**src/rtl/bin_to_xs3_seq_if.sv**
```systemverilog
// Handshake bus for the binary-to-decimal converter.
// The master side issues binary words and collects the decimal digits.
interface bin_to_xs3_seq_if #(
    parameter int unsigned BIN_W  = 8,
    parameter int unsigned DIGITS = 3
);
    logic                  in_valid;
    logic                  in_ready;
    logic [BIN_W-1:0]      in_bin;
    logic                  in_xs3;
    logic                  out_valid;
    logic                  out_ready;
    logic [4*DIGITS-1:0]   out_digits;
    logic                  out_ovf;

    modport master (
        output in_valid, in_bin, in_xs3, out_ready,
        input  in_ready, out_valid, out_digits, out_ovf
    );

    modport slave (
        input  in_valid, in_bin, in_xs3, out_ready,
        output in_ready, out_valid, out_digits, out_ovf
    );
endinterface

```
**src/rtl/bin_to_xs3_seq.sv**
```systemverilog
// Iterative binary-to-decimal converter (double dabble), one bit per clock.
// Produces plain BCD or excess-3 digits with a sticky overflow flag.
module bin_to_xs3_seq #(
    parameter int unsigned BIN_W  = 8,
    parameter int unsigned DIGITS = 3,
    parameter int unsigned CNT_W  = $clog2(BIN_W + 1)
) (
    input  logic               clk,
    input  logic               rst_n,
    bin_to_xs3_seq_if.slave    bus
);
    localparam int unsigned ACC_W = 4 * DIGITS;

    typedef enum logic [1:0] {IDLE, SHIFT, DONE} state_t;

    state_t              state_q, state_d;
    logic [ACC_W-1:0]    acc_q, acc_d;
    logic [BIN_W-1:0]    bin_q, bin_d;
    logic [CNT_W-1:0]    cnt_q, cnt_d;
    logic                xs3_q, xs3_d;
    logic                sticky_q, sticky_d;
    logic [ACC_W-1:0]    digits_q, digits_d;
    logic                ovf_q, ovf_d;
    logic                valid_q, valid_d;

    logic [ACC_W-1:0]    acc_adj;
    logic [ACC_W-1:0]    acc_post;
    logic                top_bit;

    // Pre-shift correction: every digit >= 5 gets +3, all digits in parallel.
    function automatic logic [ACC_W-1:0] add3_ge5(input logic [ACC_W-1:0] a);
        logic [ACC_W-1:0] r;
        r = a;
        for (int i = 0; i < int'(DIGITS); i++) begin
            if (a[4*i +: 4] >= 4'd5) r[4*i +: 4] = a[4*i +: 4] + 4'd3;
        end
        return r;
    endfunction

    // Excess-3 recoding: +3 per digit, no carry between digits.
    function automatic logic [ACC_W-1:0] add3_all(input logic [ACC_W-1:0] a);
        logic [ACC_W-1:0] r;
        r = a;
        for (int i = 0; i < int'(DIGITS); i++) begin
            r[4*i +: 4] = a[4*i +: 4] + 4'd3;
        end
        return r;
    endfunction

    always_ff @(posedge clk) begin
        if (!rst_n) begin
            state_q  <= IDLE;
            acc_q    <= '0;
            bin_q    <= '0;
            cnt_q    <= '0;
            xs3_q    <= 1'b0;
            sticky_q <= 1'b0;
            digits_q <= '0;
            ovf_q    <= 1'b0;
            valid_q  <= 1'b0;
        end else begin
            state_q  <= state_d;
            acc_q    <= acc_d;
            bin_q    <= bin_d;
            cnt_q    <= cnt_d;
            xs3_q    <= xs3_d;
            sticky_q <= sticky_d;
            digits_q <= digits_d;
            ovf_q    <= ovf_d;
            valid_q  <= valid_d;
        end
    end

    always_comb begin
        state_d  = state_q;
        acc_d    = acc_q;
        bin_d    = bin_q;
        cnt_d    = cnt_q;
        xs3_d    = xs3_q;
        sticky_d = sticky_q;
        digits_d = digits_q;
        ovf_d    = ovf_q;
        valid_d  = valid_q;

        acc_adj  = add3_ge5(acc_q);
        acc_post = {acc_adj[ACC_W-2:0], bin_q[BIN_W-1]};
        top_bit  = acc_adj[ACC_W-1];

        case (state_q)
            IDLE: begin
                if (bus.in_valid) begin
                    bin_d    = bus.in_bin;
                    xs3_d    = bus.in_xs3;
                    acc_d    = '0;
                    cnt_d    = '0;
                    sticky_d = 1'b0;
                    state_d  = SHIFT;
                end
            end
            SHIFT: begin
                acc_d    = acc_post;
                bin_d    = bin_q << 1;
                sticky_d = sticky_q | top_bit;
                cnt_d    = cnt_q + CNT_W'(1);
                if (cnt_q == CNT_W'(BIN_W - 1)) begin
                    digits_d = xs3_q ? add3_all(acc_post) : acc_post;
                    ovf_d    = sticky_q | top_bit;
                    valid_d  = 1'b1;
                    state_d  = DONE;
                end
            end
            DONE: begin
                if (bus.out_ready) begin
                    valid_d = 1'b0;
                    state_d = IDLE;
                end
            end
            default: state_d = IDLE;
        endcase
    end

    // Ready drops immediately while reset is asserted, not just after the edge.
    assign bus.in_ready   = (state_q == IDLE) && rst_n;
    assign bus.out_valid  = valid_q;
    assign bus.out_digits = digits_q;
    assign bus.out_ovf    = ovf_q;
endmodule

```
**src/flat_wrapper.sv**
```systemverilog
// flat-port wrapper written by rule: the top's interface ports become plain ports
module bin_to_xs3_seq_flat 
#(
    parameter int unsigned BIN_W  = 8,
    parameter int unsigned DIGITS = 3,
    parameter int unsigned CNT_W  = $clog2(BIN_W + 1)
)
  (clk, rst_n, bus_in_valid, bus_in_bin, bus_in_xs3, bus_out_ready, bus_in_ready, bus_out_valid, bus_out_digits, bus_out_ovf);
  bin_to_xs3_seq_if #(.BIN_W(BIN_W), .DIGITS(DIGITS)) bus_i ();
  input  logic clk;
  input  logic rst_n;
  input wire logic [$bits(bus_i.in_valid)-1:0] bus_in_valid;
  input wire logic [$bits(bus_i.in_bin)-1:0] bus_in_bin;
  input wire logic [$bits(bus_i.in_xs3)-1:0] bus_in_xs3;
  input wire logic [$bits(bus_i.out_ready)-1:0] bus_out_ready;
  output wire logic [$bits(bus_i.in_ready)-1:0] bus_in_ready;
  output wire logic [$bits(bus_i.out_valid)-1:0] bus_out_valid;
  output wire logic [$bits(bus_i.out_digits)-1:0] bus_out_digits;
  output wire logic [$bits(bus_i.out_ovf)-1:0] bus_out_ovf;
  assign bus_i.in_valid = bus_in_valid;
  assign bus_i.in_bin = bus_in_bin;
  assign bus_i.in_xs3 = bus_in_xs3;
  assign bus_i.out_ready = bus_out_ready;
  assign bus_in_ready = bus_i.in_ready;
  assign bus_out_valid = bus_i.out_valid;
  assign bus_out_digits = bus_i.out_digits;
  assign bus_out_ovf = bus_i.out_ovf;
  bin_to_xs3_seq #(.BIN_W(BIN_W), .DIGITS(DIGITS), .CNT_W(CNT_W)) u_core (.clk(clk), .rst_n(rst_n), .bus(bus_i));
endmodule
```
**config.mk**
```make
export PLATFORM = sky130hd
export DESIGN_NAME = bin_to_xs3_seq_flat
export DESIGN_NICKNAME = d
export VERILOG_FILES = /design/src/rtl/bin_to_xs3_seq_if.sv /design/src/rtl/bin_to_xs3_seq.sv /design/src/flat_wrapper.sv
export SDC_FILE = /design/constraint.sdc
export NUM_CORES = 1
export LEC_CHECK = 0
export ABC_AREA = 1
export BUFFER_PORTS_ARGS = -buffer_cell sky130_fd_sc_hd__buf_2
export CORE_ASPECT_RATIO = 2
export CORE_MARGIN = 8
export CORE_UTILIZATION = 52
export CTS_CLUSTER_SIZE = 16
export DETAILED_ROUTE_END_ITERATION = 12
export PLACE_DENSITY = 0.76
export REMOVE_ABC_BUFFERS = 1
export SYNTH_ARGS = -nofsm -noshare
export SYNTH_HDL_FRONTEND = slang
export SYNTH_SLANG_ARGS = --single-unit
```
**constraint.sdc**
```tcl
create_clock -name clk -period 1.74 [get_ports clk]
set_clock_uncertainty 0.1 [all_clocks]
set_input_delay 0.174 -clock clk [delete_from_list [all_inputs] [get_ports clk]]
set_output_delay 0.174 -clock clk [all_outputs]
set_load 0.03 [all_outputs]
```
After elaboration in Yosys (flattened, before gate mapping)
Index checks and enable logic that the tools add are counted.
Word-level totals
  bits in registers: 42
  output and inout port bits: 15
  logic and storage cells: 54
Cells by class
  add/subtract/negate cells: 7
  order comparisons: 3
  equality and inequality tests: 6
  mux-type cells: 19
  bitwise gates (word level): 1
  reductions and logical operators: 9
Operator list (count)
  $add A4 B2 Y4 const B: 6
  $mux W12: 2
  $pmux W12 S2: 1
  $mux W4: 4
  $pmux W8 S2: 1
  $ge A4 B3 Y1 const B: 3
  $mux W8: 1
  $pmux W4 S2: 1
  $mux W2: 3
  $pmux W2 S3: 1
  $reduce_and A2 Y1: 3
  $reduce_and A3 Y1: 2
  $add A4 B1 Y4 const B: 1
  $eq A4 B3 Y1 const B: 1
  $ne A2 B2 Y1 const B: 2
  $pmux W1 S2: 2
  $reduce_bool A2 Y1: 2
  $mux W1: 3
  $eq A2 B1 Y1 const B: 1
  $eq A2 B2 Y1 const B: 1
  $logic_not A2 Y1: 1
  $ne A2 B1 Y1 const B: 1
  $logic_and A1 B1 Y1: 1
  $or A1 B1 Y1: 1

Longest topological paths before layout
Gate-level depths: netlist of the first run.
  word-level depth: 4
  depth in mapped cells: 13
  mapped depth without buffers: 13

Least setup slack after synthesis of the first run
No wires, ideal clock.
  path kind: reg2reg
  start: register u_core.acc_q[0]
  end: register u_core.digits_q[6] (netlist: u_core.bus.out_digits[6])
  setup time: 0.116 ns
  arrival time: 1.551 ns
  slack: -0.027 ns
  cell stages (with the launch flop): 13
  path buffers: 0
  period minus slack after synthesis: 1.767 ns
  cells stage by stage: dfxtp_1 inv_1 ha_1 inv_1 nand2_1 nand3_2 nand3_2 ha_1 nor2_1 xor2_1 nand2_1 o211ai_1 inv_1
On the way
  word-level cells in the longest chain between the ends: 4
RTL lines
  start, declared: line bin_to_xs3_seq.sv:17  | logic [ACC_W-1:0] acc_q, acc_d;
  start signal, assigned: line bin_to_xs3_seq.sv:53  | acc_q <= '0;
  start signal, assigned: line bin_to_xs3_seq.sv:63  | acc_q <= acc_d;
  $add A4 B2 Y4 / $ge A4 B3 Y1 (equally long branches): line bin_to_xs3_seq.sv:35  | if (a[4*i +: 4] >= 4'd5) r[4*i +: 4] = a[4*i +: 4] + 4'd3;
  $mux W4 *: line bin_to_xs3_seq.sv:35
  $add A4 B2 Y4 *: line bin_to_xs3_seq.sv:45  | r[4*i +: 4] = a[4*i +: 4] + 4'd3;
  $mux W12 *: line bin_to_xs3_seq.sv:106  | digits_d = xs3_q ? add3_all(acc_post) : acc_post;
  end signal, assigned: line bin_to_xs3_seq.sv:68  | digits_q <= digits_d;
  end, declared: line bin_to_xs3_seq.sv:22  | logic [ACC_W-1:0] digits_q, digits_d;
Mark *: on every way between the ends. The rest lies on a longest branch, timed or not.
A chain may end at the register's enable or synchronous reset.

Final worst setup path of the first run
  start: register u_core.acc_q[8]
  end: register u_core.digits_q[9] (netlist: u_core.bus.out_digits[9])
On the way
  word-level cells in the longest chain between the ends: 4
RTL lines (line)
  $add A4 B2 Y4 / $ge A4 B3 Y1 (equally long branches): bin_to_xs3_seq.sv:35
  $mux W4 *: bin_to_xs3_seq.sv:35
  $add A4 B2 Y4: bin_to_xs3_seq.sv:45
  $mux W12 *: bin_to_xs3_seq.sv:106
Marked as above.

==> results.py, run 1 <==
metrics = {
    "run_status": {
        "outcome": "finished clean",
    },
    "yosys": {
        "post_synth_inst_count": 313,
        "syn-cell-area_mm2": 0.00219,
        "cell_variety_after_synth": 28,
        "post_synth_arst_share_pct": 0,
        "seq_area_frac_synth_pct": 38.3,
        "number_of_synthesized_register_bits": 42,
        "synthesis.yosys.warnings": 0,
        "yosys_most_used_dff": "dfxtp_1",
        "postSynthAreaPerCell_um2": 7.01,
        "synth-edff-count": 0,
    },
    "die": {
        "dieArea_mm2": 0.00668,
        "io_pins": 28,
        "placement_rows": 33,
        "core-area_mm2": 0.00409,
        "die_height_um": 108,
        "initial_core_utilization_pct": 53.7,
        "floorplan.die.width_um": 61.9,
    },
    "place": {
        "numPortBuffers": 27,
        "dp_slack_ns": -0.111,
        "post-dp-hpwl_mm": 4.14,
        "routabilityCongestion": 0.934,
    },
    "final_layout": {
        "syn_to_final_growth_pct": 40.3,
        "number_of_antenna_diodes": 0,
        "drive_gt1_share_pct": 38.1,
        "finish.net_count": 405,
        "mostFrequentLayoutCell": "nand2_1",
        "layout_common_cells": "nand2_1 (75), buf_4 (43), dfxtp_1 (36)",
    },
    "setup_path": {
        "cp_data_arrival_time_ns": 1.83,
        "r2r_start": "u_core.acc_q[8]",
        "critical_path_class": "reg -> reg",
        "critical_path.reg2reg.endpoint": "u_core.bus.out_digits[9]",
        "timing.critical_path.slowest_cell_delay_ns": 0.37,
        "r2r_slack_ns": 0.005,
        "worstPathMaxFanout": 4,
        "path_cells": "inv_4 > ha_4 > inv_1 > nand2_2 > nand3_4 > nand2_2 > nand2_4 > ha_4 > o21ai_2 > o221a_1",
        "cpMaxStageDelayCell": "dfxtp_4",
        "critPathBufInv": 2,
        "timing.critical_path.required_ns": 1.83,
        "worst_setup_sp_type": "flop",
        "reg2reg_depth": 10,
        "crit_path_end_kind": "flop",
        "path_delay_family": "simple AND/OR/NAND/NOR gates",
    },
    "global_routing": {
        "largest_net_degree_at_the_start_of_global_routing": 14,
        "grt_use_met2_pct": 32.4,
        "global_route.usage.met1_pct": 17.7,
        "initial_antenna_violation_count": 0,
        "globalRoute.totalOverflow": 0,
        "first_global_vias": 2307,
        "use_met3_pct": 4.31,
        "grt_first_pass_wirelength_mm": 9.58,
        "grt.busiest_layer": "met2",
        "grt_use_total_pct": 18.5,
    },
    "hold_path": {
        "min_delay_worst_endpoint": "u_core.bin_q[0]",
        "hold_path.class": "in -> reg",
        "timing.hold.worst_path_depth": 3,
        "worst_hold_startpoint": "bus_in_bin[0]",
    },
    "clocking": {
        "cts-htree-levels": 2,
        "clkSinkCount": 42,
        "tritoncts_clock_tree": "done",
        "clock_tree.buffer_depth": 2,
        "cts_root_buffer_type": "clkbuf_8",
        "clk-insertion-delay-late_ns": 0.29,
        "cts.reportedPaths.clkPinSlew_ns": 0.08,
        "total_cts_buffers": 5,
    },
    "pwr": {
        "power.sequential.fraction_pct": 53.1,
        "share_clk_of_total_power_pct": 35.4,
        "int_pwr_w": 0.00138,
        "power.density_mw_per_mm2": 608,
        "power.share.switching_pct": 26.0,
        "power.leakage_nw": 1.46,
        "ir_drop_worst_case_vdd_mv": 0.732,
        "comb_power_share_pct": 11.5,
        "switching_power_w": 0.000485,
    },
    "sta": {
        "finalCriticalPeriod_ns": 1.73,
        "timing_worst_slew_pin_value_ns": 0.499,
        "fin_crit_sh_pct": 99.7,
        "setup_repair_after_global_routing_missed_its_margin": "true",
        "number_of_max_slew_violations_in_the_final_report": 0,
        "setup-violations-final": 0,
        "maximum_operating_frequency_ghz": 0.577,
        "slew-limit-headroom_pct": 66.7,
        "timing.final.hold_violations": 0,
        "finalHoldWorstSlack_ns": 0.0281,
        "timing.final.ws_setup_ns": 0.00545,
    },
    "routing": {
        "via_density_per_instance": 5.43,
        "avgRoutedWirePerCell_um": 14.5,
        "drtAntennaViolNets": 0,
        "drt_pass1_iterations": 4,
        "drt_drc_violations_left": 0,
        "routed-via-count": 2362,
        "routed_wl_mm": 6.32,
        "detail_route.iter0.violations": 122,
    },
    "flow_run": {
        "timing.max_cap.violations": 0,
    },
}
[power by group through the flow]
stage	sequential [W]	combinational, W	clock [W]
after floorplan	0.00102	0.0000987	0
after global routing	0.000995	0.000237	0.000709
after detailed placement	0.00102	0.000189	0
after CTS	0.000994	0.000192	0.000677
after global placement	0.00102	0.000187	0
final	0.000993	0.000216	0.000661
[flip-flops by register name (all words and copies together), names as in the netlist]
signal / count
u_core.bus.out_valid: 1
u_core.sticky_q: 1
u_core.bus.out_digits: 12
u_core.bin_q: 8
u_core.acc_q: 12
u_core.state_q: 2
u_core.bus.out_ovf: 1
u_core.cnt_q: 4
u_core.xs3_q: 1
[per-stage QoR]
step	area, um^2	power (W)	util, %	instances	setup TNS (ns)
after CTS	2790	0.00186	68.2	423	0
after global routing	3080	0.00194	75.3	435	-0.462
final	3080	0.00187	75.3	435	0
after global placement	2550	0.00120	62.4	408	-0.143
after floorplan	2130	0.00111	-	301	-0.0873
after detailed placement	2550	0.00121	62.4	408	-0.500
[cells in the mapped netlist, types with 4 or more instances]
master	count	area share [%]
nand3_1	14	3.2
o21ai_0	12	2.7
nor2_1	20	3.4
a31oi_1	8	2.3
clkbuf_1	6	1.0
o21ai_1	4	0.91
nand2_1	89	15
dfxtp_1	42	38
a21oi_1	26	5.9
nand4_1	7	2.0
ha_1	10	5.7
inv_1	41	7.0
[worst register-to-register path, delay by kind of cell (launching register included)]
family                   cells  cell delay, ns
AO/OA/AOI/OAI                2            0.25
adder cells (fa/ha/maj)      2            0.39
buffers and inverters        2            0.12
AND/OR/NAND/NOR              4            0.40
flip-flops                   1            0.37
[routing by layer]
layer,up-vias,wire length [um]
met5,-,0
met4,0,242
met3,24,200
met2,67,3510
met1,1123,2360
li1,1148,-
[how the worst max path moves through the flow]
stage / cells after the start / slack, ns / endpoint / start
2_1_floorplan: 12 / -0.04 / u_core.bus.out_digits[6] / u_core.acc_q[0]
3_3_place_gp: 11 / -0.05 / u_core.bus.out_digits[10] / u_core.acc_q[8]
3_5_place_dp: 10 / -0.11 / u_core.bus.out_digits[9] / u_core.acc_q[8]
4_1_cts: 10 / 0.005 / u_core.bus.out_digits[1] / u_core.acc_q[0]
5_1_grt: 10 / -0.06 / u_core.bus.out_digits[8] / u_core.acc_q[5]
6_report: 10 / 0.005 / u_core.bus.out_digits[9] / u_core.acc_q[8]
[repair_timing]
item | in CTS | in global routing
endpoints found under the setup margin | 9 | 11
pin swaps | 12 | 28
gates resized for setup | 27 | 51
gates cloned | 0 | 0
setup buffers | 7 | 12
hold buffers | 0 | 0
[cell type report]
class                      count  area, um^2
fill                         300        1010
inverter                      44         175
tap                           52        65.1
clock buffer                   6        82.6
multi-input combinational    215        1380
sequential                    42         853
clock inverter                 2        12.5
timing repair buffer          74         512
[cell families (layout without fill, tap and decap cells)]
family	after synthesis	count (layout)	share of synthesized area, %
AOI/OAI and AO/OA	60	60	15.9
xor gates and xnor gates	3	3	1.20
adders and majority gates	10	10	5.70
buffers and inverters	56	126	10.6
DFF	42	42	38.3
and+or+nand+nor	142	142	28.4
Power figures use the tool's default switching activity.
==> run 2: changes to the inputs <==
- CELL_PAD_IN_SITES_DETAIL_PLACEMENT: not set -> 0
- CELL_PAD_IN_SITES_GLOBAL_PLACEMENT: not set -> 1
- CORE_UTILIZATION: 52 -> 37
- PLACE_DENSITY: 0.76 -> 0.8
==> run 2 against run 1 <==
Via count down 3.0%. Largest cell class unchanged. Cell count up 1.8%. The flow now finishes with violations (negative setup slack). Sequential power about the same. Highest routed layer unchanged. Fmax down 0.77%.
==> results.py, run 2 (synthesized netlist as in run 1, its figures left out) <==
metrics = {
    "clocking": {
        "tritoncts_clock_tree": "done",
        "cts.reportedPaths.clkPinSlew_ns": 0.06,
        "cts_root_buffer_type": "clkbuf_16",
        "clock_tree.buffer_depth": 2,
        "clk-insertion-delay-late_ns": 0.29,
        "clkSinkCount": 42,
        "total_cts_buffers": 5,
        "cts-htree-levels": 2,
    },
    "pwr": {
        "switching_power_w": 0.000547,
        "share_clk_of_total_power_pct": 44.7,
        "ir_drop_worst_case_vdd_mv": 0.757,
        "p_total_w": 0.00218,
        "power.density_mw_per_mm2": 699,
        "power.leakage_nw": 1.47,
        "int_pwr_w": 0.00163,
        "power.share.switching_pct": 25.1,
        "comb_power_share_pct": 9.7,
        "power.sequential.fraction_pct": 45.6,
    },
    "die": {
        "floorplan.die.width_um": 70.4,
        "dieArea_mm2": 0.00880,
        "placement_rows": 39,
        "initial_core_utilization_pct": 38.4,
        "core-area_mm2": 0.00571,
        "io_pins": 28,
        "die_height_um": 125,
    },
    "global_routing": {
        "initial_antenna_violation_count": 0,
        "globalRoute.totalOverflow": 0,
        "grt_first_pass_wirelength_mm": 9.38,
        "first_global_vias": 2172,
        "largest_net_degree_at_the_start_of_global_routing": 14,
        "grt_use_total_pct": 13.1,
    },
    "routing": {
        "routed-via-count": 2292,
        "detail_route.iter0.violations": 82,
        "drt_drc_violations_left": 0,
        "drtAntennaViolNets": 0,
        "avgRoutedWirePerCell_um": 14.3,
        "via_density_per_instance": 5.17,
        "routed_wl_mm": 6.35,
        "drt_pass1_iterations": 5,
    },
    "setup_path": {
        "crit_path_end_kind": "flop",
        "path_cells": "inv_4 > ha_4 > inv_2 > nand2_4 > nand4_1 > nand2_2 > ha_4 > nor2_4 > xor2_1 > nand2_1 > o211ai_1 > inv_1",
        "cp_data_arrival_time_ns": 1.83,
        "worstPathMaxFanout": 4,
        "cpMaxStageDelayCell": "dfxtp_4",
        "timing.critical_path.required_ns": 1.82,
        "critical_path_s_most_frequent_cell": "ha_4",
        "worst_setup_sp_type": "flop",
        "timing.critical_path.slowest_cell_delay_ns": 0.37,
        "critical_path_class": "reg -> reg",
    },
    "sta": {
        "timing.final.ws_setup_ns": -0.00797,
        "timing.final.hold_violations": 0,
        "maximum_operating_frequency_ghz": 0.572,
        "fin_crit_sh_pct": 100,
        "timing_worst_slew_pin_value_ns": 0.380,
        "setup-violations-final": 1,
        "tns_ns": -0.00797,
        "number_of_max_slew_violations_in_the_final_report": 0,
        "finalCriticalPeriod_ns": 1.75,
        "setup_repair_after_global_routing_missed_its_margin": "true",
        "slew-limit-headroom_pct": 74.6,
    },
    "place": {
        "post-dp-hpwl_mm": 4.38,
        "numPortBuffers": 27,
        "routabilityCongestion": 0.846,
        "dp_slack_ns": -0.0574,
    },
    "final_layout": {
        "syn_to_final_growth_pct": 41.9,
        "mostFrequentLayoutCell": "nand2_1",
        "fillers": 557,
        "number_of_antenna_diodes": 0,
        "finish.net_count": 404,
        "drive_gt1_share_pct": 38.0,
        "layout_common_cells": "nand2_1 (72), buf_4 (43), dfxtp_1 (36)",
    },
    "flow_run": {
        "timing.max_cap.violations": 0,
    },
    "run_status": {
        "failed_checks": "negative setup slack",
        "outcome": "complete, but fails checks",
    },
    "hold_path": {
        "hold_path.class": "in -> reg",
    },
}
==> run 2: changes by cell type in the layout (fill, tap and decap cells not counted), moves of 2 or more <==
cell | before | now
nor2_1 | 15 | 17
o21ai_1 | 3 | 5
clkbuf_8 | 6 | 1
clkbuf_16 | 0 | 5
nand2_1 | 75 | 72
nand2_2 | 11 | 14
nor2_2 | 5 | 1
nor2_4 | 4 | 6
==> run 2: layout make-up <==
type                    instances  area (um^2)  share of cell area, %
multi-input cells             215         1370                   43.9
clock inverters                 2         12.5                  0.402
clock buffers                   6          139                   4.46
repair buffers                 73          492                   15.8
inverters                      44          173                   5.55
well taps                      61         76.3                   2.45
flip-flops and latches         42          853                   27.4
==> run 2: worst max-delay path, delay by kind of cell (launching register included) <==
kind / cells / cell delay [ns]
DFF: 1 / 0.37
and+or+nand+nor: 5 / 0.45
buffers and inverters: 3 / 0.15
xor gates and xnor gates: 1 / 0.16
AOI/OAI and AO/OA: 1 / 0.08
adders and majority gates: 2 / 0.32
==> run 2: power by group through the flow <==
stage / clock (W) / sequential, W / combinational, W
floorplan: 0 / 0.00102 / 0.0000987
global placement: 0 / 0.00102 / 0.000192
detailed placement: 0 / 0.00102 / 0.000192
CTS: 0.000988 / 0.000995 / 0.000193
global route: 0.00101 / 0.000995 / 0.000231
finish: 0.000972 / 0.000993 / 0.000211
==> run 2: layer usage <==
metal,vias up,share of wire [%],GRT usage [%]
li1,1154,-,-
met1,1082,38,12.0
met2,44,56,24.1
met5,-,0,0
met4,0,2.8,9.05
met3,12,3.0,3.03
==> run 2: path summary, 6_finish.rpt <==
kind,startpoint,slack [ns],to,depth (start not counted)
max,u_core.acc_q[4],-0.008,u_core.bus.out_digits[6],12
min,bus_in_bin[0],0.03,u_core.bin_q[0],3
max reg2reg,u_core.acc_q[4],-0.008,u_core.bus.out_digits[6],12
min reg2reg,u_core.bus.out_digits[7],0.36,u_core.bus.out_digits[7],2
==> run 2: per-stage QoR <==
step,cell area [um^2],utilization (%),hold WS (ns),cells
after CTS,2820,49.4,0.0306,436
after global placement,2590,45.4,0.329,423
after global routing,3110,54.5,0.0466,443
after floorplan,2130,-,0.212,301
final,3110,54.5,0.0334,443
after detailed placement,2590,45.4,0.337,423
==> run 2: what timing repair did <==
action / in CTS / in global routing
setup buffers: 5 / 8
hold endpoints to repair: 0 / 0
pin swaps: 7 / 30
gates resized for setup: 15 / 62
setup endpoints to repair: 6 / 13
hold buffers: 0 / 0
